==> config.mk <==
export PLATFORM = sky130hd
export DESIGN_NAME = cla_addsub_pipe_flat
export DESIGN_NICKNAME = d
export VERILOG_FILES = /design/src/rtl/cla_addsub_pipe_if.sv /design/src/rtl/cla_addsub_pipe.sv /design/src/flat_wrapper.sv
export SDC_FILE = /design/constraint.sdc
export NUM_CORES = 1
export LEC_CHECK = 0
export BUFFER_PORTS_ARGS = -buffer_cell sky130_fd_sc_hd__buf_2
export CORE_MARGIN = 1
export CORE_UTILIZATION = 30
export CTS_CLUSTER_DIAMETER = 80
export CTS_CLUSTER_SIZE = 14
export DETAILED_ROUTE_END_ITERATION = 8
export GPL_TIMING_DRIVEN = 0
export HOLD_SLACK_MARGIN = 0.1
export PLACE_DENSITY = 0.5
export SLEW_MARGIN = 20
export SYNTH_ARGS = -nofsm -noshare
export SYNTH_HDL_FRONTEND = slang
export SYNTH_SLANG_ARGS = --single-unit
==> constraint.sdc <==
create_clock -name clk -period 3.1 [get_ports clk]
set_input_delay 0.155 -clock clk [delete_from_list [all_inputs] [get_ports clk]]
set_output_delay 0.155 -clock clk [all_outputs]
set_load 0.02 [all_outputs]
==> src/rtl/cla_addsub_pipe_if.sv <==
// Operand/result handshake bundle for cla_addsub_pipe.
// master = producer/consumer side, slave = the adder/subtractor pipeline.
interface cla_addsub_pipe_if #(
    parameter int WIDTH = 16
);
    logic             in_valid;
    logic             in_ready;
    logic [WIDTH-1:0] a;
    logic [WIDTH-1:0] b;
    logic             cin;
    logic             sub;
    logic             out_valid;
    logic             out_ready;
    logic [WIDTH-1:0] sum;
    logic             cout;
    logic             ovf;

    modport master (
        output in_valid, a, b, cin, sub, out_ready,
        input  in_ready, out_valid, sum, cout, ovf
    );

    modport slave (
        input  in_valid, a, b, cin, sub, out_ready,
        output in_ready, out_valid, sum, cout, ovf
    );
endinterface

==> src/rtl/cla_addsub_pipe.sv <==
// Two-stage pipelined add/subtract built from ripple-chained 4-bit CLA slices, valid/ready on both sides.
// Optional macro CLA_ADDSUB_SAT_EN clamps the sum to the signed limits on overflow.
module cla_addsub_pipe #(
    parameter int WIDTH = 16
) (
    input  logic                 clk,
    input  logic                 rst,
    cla_addsub_pipe_if.slave     bus
);
    localparam int H = WIDTH / 2;

    function automatic logic [4:0] cla4(input logic [3:0] x, input logic [3:0] y, input logic c0);
        logic [3:0] g;
        logic [3:0] p;
        logic [4:0] c;
        g    = x & y;
        p    = x ^ y;
        c[0] = c0;
        c[1] = g[0] | (p[0] & c0);
        c[2] = g[1] | (p[1] & g[0]) | (p[1] & p[0] & c0);
        c[3] = g[2] | (p[2] & g[1]) | (p[2] & p[1] & g[0]) | (p[2] & p[1] & p[0] & c0);
        c[4] = g[3] | (p[3] & g[2]) | (p[3] & p[2] & g[1]) | (p[3] & p[2] & p[1] & g[0])
             | (p[3] & p[2] & p[1] & p[0] & c0);
        return {c[4], p ^ c[3:0]};
    endfunction

    // One half-width adder: slices ripple their group carry into the next slice.
    function automatic logic [H:0] cla_chain(input logic [H-1:0] x, input logic [H-1:0] y, input logic c0);
        logic [H-1:0] s;
        logic         c;
        logic [4:0]   r;
        s = '0;
        c = c0;
        for (int i = 0; i < H / 4; i++) begin
            r          = cla4(x[4*i +: 4], y[4*i +: 4], c);
            s[4*i +: 4] = r[3:0];
            c          = r[4];
        end
        return {c, s};
    endfunction

    logic             s1_valid;
    logic [H-1:0]     s1_sum_lo;
    logic             s1_c;
    logic [H-1:0]     s1_a_hi;
    logic [H-1:0]     s1_b_hi;

    logic [WIDTH-1:0] bx;
    logic             cx;
    logic [H:0]       lo;
    logic [H:0]       hi;
    logic [WIDTH-1:0] sum_n;
    logic             ovf_n;
    logic             s2_adv;
    logic             accept;

    assign bx     = bus.sub ? ~bus.b : bus.b;
    assign cx     = bus.sub ? ~bus.cin : bus.cin;
    assign lo     = cla_chain(bus.a[H-1:0], bx[H-1:0], cx);
    assign hi     = cla_chain(s1_a_hi, s1_b_hi, s1_c);

    assign s2_adv       = s1_valid && (!bus.out_valid || bus.out_ready);
    assign bus.in_ready = !s1_valid || s2_adv;
    assign accept       = bus.in_valid && bus.in_ready;

    always_comb begin
        ovf_n = (s1_a_hi[H-1] == s1_b_hi[H-1]) && (hi[H-1] != s1_a_hi[H-1]);
        sum_n = {hi[H-1:0], s1_sum_lo};
`ifdef CLA_ADDSUB_SAT_EN
        // Clamp direction follows the sign of A: both operands share it when overflow occurs.
        if (ovf_n)
            sum_n = s1_a_hi[H-1] ? {1'b1, {(WIDTH-1){1'b0}}} : {1'b0, {(WIDTH-1){1'b1}}};
`endif
    end

    always_ff @(posedge clk or posedge rst) begin
        if (rst) begin
            s1_valid      <= 1'b0;
            s1_sum_lo     <= '0;
            s1_c          <= 1'b0;
            s1_a_hi       <= '0;
            s1_b_hi       <= '0;
            bus.out_valid <= 1'b0;
            bus.sum       <= '0;
            bus.cout      <= 1'b0;
            bus.ovf       <= 1'b0;
        end else begin
            if (accept) begin
                s1_valid  <= 1'b1;
                s1_sum_lo <= lo[H-1:0];
                s1_c      <= lo[H];
                s1_a_hi   <= bus.a[WIDTH-1:H];
                s1_b_hi   <= bx[WIDTH-1:H];
            end else if (s2_adv) begin
                s1_valid  <= 1'b0;
            end

            if (s2_adv) begin
                bus.out_valid <= 1'b1;
                bus.sum       <= sum_n;
                bus.cout      <= hi[H];
                bus.ovf       <= ovf_n;
            end else if (bus.out_ready) begin
                bus.out_valid <= 1'b0;
            end
        end
    end
endmodule

==> src/flat_wrapper.sv <==
// flat-port wrapper written by rule: the top's interface ports become plain ports
module cla_addsub_pipe_flat 
#(
    parameter int WIDTH = 16
)
  (clk, rst, bus_in_valid, bus_a, bus_b, bus_cin, bus_sub, bus_out_ready, bus_in_ready, bus_out_valid, bus_sum, bus_cout, bus_ovf);
  cla_addsub_pipe_if #(.WIDTH(WIDTH)) bus_i ();
  input  logic clk;
  input  logic rst;
  input wire logic [$bits(bus_i.in_valid)-1:0] bus_in_valid;
  input wire logic [$bits(bus_i.a)-1:0] bus_a;
  input wire logic [$bits(bus_i.b)-1:0] bus_b;
  input wire logic [$bits(bus_i.cin)-1:0] bus_cin;
  input wire logic [$bits(bus_i.sub)-1:0] bus_sub;
  input wire logic [$bits(bus_i.out_ready)-1:0] bus_out_ready;
  output wire logic [$bits(bus_i.in_ready)-1:0] bus_in_ready;
  output wire logic [$bits(bus_i.out_valid)-1:0] bus_out_valid;
  output wire logic [$bits(bus_i.sum)-1:0] bus_sum;
  output wire logic [$bits(bus_i.cout)-1:0] bus_cout;
  output wire logic [$bits(bus_i.ovf)-1:0] bus_ovf;
  assign bus_i.in_valid = bus_in_valid;
  assign bus_i.a = bus_a;
  assign bus_i.b = bus_b;
  assign bus_i.cin = bus_cin;
  assign bus_i.sub = bus_sub;
  assign bus_i.out_ready = bus_out_ready;
  assign bus_in_ready = bus_i.in_ready;
  assign bus_out_valid = bus_i.out_valid;
  assign bus_sum = bus_i.sum;
  assign bus_cout = bus_i.cout;
  assign bus_ovf = bus_i.ovf;
  cla_addsub_pipe #(.WIDTH(WIDTH)) u_core (.clk(clk), .rst(rst), .bus(bus_i));
endmodule
==> reports/results.ini <==
[yosys]
synthTopCellsByArea = dfrtp_1, ha_1, mux2_2, xor2_1, o21ai_0
syn-num-nets = 278
netlist.area_leader.share_pct = 45.9
ys_warn_count = 0
synth-seq-cells = 45
netlist_instances = 220
synth_top_area_cell = dfrtp_1
synth_area_per_cell_sq_um = 11.1
syn_area_sq_mm = 0.00245
netlist_top_cells_count = dfrtp_1, nand2_1, o21ai_0
synth_flop_cell = dfrtp_1
synthArstFlopShare_pct = 100
synth_most_common_cell = dfrtp_1
synth.distinct_cells = 30
synth-seq-area-share_pct = 45.9
synth_edf_count = 0

[worst_setup_path]
cp-start-kind = input pin
critPathArrivalTime_ps = 2550
critPathRequiredTime_ps = 3310
cp-end-kind = flip-flop
crit_fanout = 10
worstSetupPathType = input pin to flip-flop

[timing]
post-route-min-period_ps = 2340
fmax_mhz = 426
hold_violations = 0
setup_violations = 0
slew_headroom_pct = 66.8
skew_ps = 14.0
fin_setup_tns_ps = 0
worstMarginPinSlew_ps = 498
rsz0062_at_grt = false
drv_slew = 0
period_share_pct = 75.6
holdWs_ps = 108

[global_route]
use_met2_pct = 23.0
grt_pass1_vias = 1819
use_met1_pct = 15.6
grt_usage_pct = 12.9
grt_util_met3_pct = 2.22
grt.busiest_layer = met2
antenna_found_initial = 0
grt_max_degree = 32
overflow = 0
grt_pass1_wl_microns = 8540

[clock_tree]
clock_latency_ps = 300
tritoncts = built
clk_pin_slew_ps = 90
cts_buffer_depth = 2
clockRootBuffer = clkbuf_8
htree_levels = 2
cts_sinks = 45
cts_inserted_buffers = 5

[route]
wl_per_cell_microns = 12.9
antenna_left = 0
dr_total_vias = 1740
drtIter0Drc = 54
vias_per_cell = 4.39
drcViolationCount = 0
dr.pass1.iters = 4
drt_wl_total_microns = 5090

[pwr]
power_density_mw_per_mm2 = 663
power_w = 0.00205
leakage_nw = 1.48
ir_worst_vdd_v = 0.000197

[placement]
place_hpwl_microns = 3880
port_buffers = 56
dpl_cell_area_sq_mm = 0.00288
gp_congestion = 0.769

[final_layout]
multi_input_area_sq_mm = 0.00125
final-seq-area_sq_mm = 0.00113
syn2layout_area_growth_pct = 26.0
drive_gt1_share_pct = 31.6
diodes = 0
design_area_sq_mm = 0.00309
fillers = 784
nets = 351

[die]
dieHeight_microns = 92.4
ios = 58
die_x_microns = 92.4
dieArea_sq_mm = 0.00854
row_count = 32
core_sq_mm = 0.00781
start_util_pct = 31.4

[worst_hold_path]
hold_class = input pin to flip-flop

[outcome]
outcome = finished, final reports clean

[flow_run]
drv_cap = 0

per-layer routing:
layer / up-vias / wire (microns)
li1: 896 / -
met2: 38 / 2520
met1: 801 / 2310
met3: 5 / 191
met5: - / 0
met4: 0 / 66
final timing paths:
check / from / to / slack [ps] / cells after the start
max: bus_sub / u_core.s1_sum_lo[4]$_DFFE_PP0P_ / 760 / 10
max in group asynchronous: rst / u_core.bus.sum[5]$_DFFE_PP0P_ / 2260 / 4
min in group asynchronous: rst / u_core.bus.sum[9]$_DFFE_PP0P_ / 360 / 3
min reg2reg: u_core.bus.sum[14]$_DFFE_PP0P_ / u_core.bus.sum[14]$_DFFE_PP0P_ / 480 / 2
min: bus_a[13] / u_core.s1_a_hi[5]$_DFFE_PP0P_ / 110 / 2
max reg2reg: u_core.s1_b_hi[0]$_DFFE_PP0P_ / u_core.bus.sum[12]$_DFFE_PP0P_ / 860 / 7
through the flow:
| step | setup WS [ps] | utilization [%] | cells |
|---|---|---|---|
| 2_1_floorplan | 702 | - | 220 |
| 3_3_place_gp | 480 | 36.6 | 378 |
| 3_5_place_dp | 441 | 36.9 | 379 |
| 4_1_cts | 746 | 39.6 | 396 |
| 5_1_grt | 553 | 39.6 | 396 |
| 6_report | 755 | 39.6 | 396 |
cells in the final DEF, fill, tap and decap left out, types with 2 or more instances in the layout:
master / instances
dfrtp_1: 45
mux2_2: 17
clkbuf_8: 6
o21ai_0: 23
nor2_1: 5
o21a_1: 4
fa_1: 4
a21o_1: 5
clkbuf_1: 4
dlygate4sd3_1: 9
nand2_1: 26
o31ai_1: 2
a21oi_1: 8
nor3_1: 2
nand2b_1: 4
xnor2_1: 11
ha_1: 16
buf_2: 59
a211oi_1: 4
xor2_1: 16
inv_1: 9
area by class of cell:
| type | instances | area share [%] |
|---|---|---|
| Buffer | 8 | 1.34 |
| Clock buffer | 6 | 2.67 |
| Clock inverter | 2 | 1.21 |
| Inverter | 10 | 1.21 |
| Multi-Input combinational cell | 157 | 40.4 |
| Sequential cell | 45 | 36.4 |
| Tap cell | 102 | 4.13 |
| Timing Repair Buffer | 66 | 12.6 |
cells by family after synthesis:
group                      synth area share [%]
and+or+nand+nor                            7.04
DFF                                        45.9
xor gates and xnor gates                   10.8
buffers and inverters                      3.21
AOI/OAI and AO/OA                          13.8
adders and majority gates                  11.4
muxes                                      7.81
registers in the layout, summed over array words and instances, names as in the netlist:
register and count:
u_core.s1_b_hi 8, u_core.s1_valid 1, u_core.s1_sum_lo 8, u_core.bus.sum 16, u_core.bus.ovf 1, u_core.bus.out_valid 1, u_core.s1_a_hi 8, u_core.s1_c 1
u_core.bus.cout 1
what timing repair did:
item                                   CTS  global route
setup buffers                            0             0
hold buffers                             9             0
resized for setup                        0             0
endpoints found under the hold margin   22             0
critical path: stages:
cell	delay (ps)
buf_6	150
buf_2	330
xor2_1	180
ha_1	290
a21o_1	240
a221oi_4	360
inv_1	70
a21oi_1	180
fa_1	430
o21ai_0	150
report_power, final:
part           total (W)  switching [W]  leakage (nW)  internal (W)
combinational   0.000747       0.000421         0.878      0.000326
clock           0.000463       0.000201        0.0574      0.000262
sequential      0.000839      0.0000871         0.541      0.000752
total            0.00205       0.000708          1.48       0.00134
No activity file was read; power rests on OpenSTA's default activity.
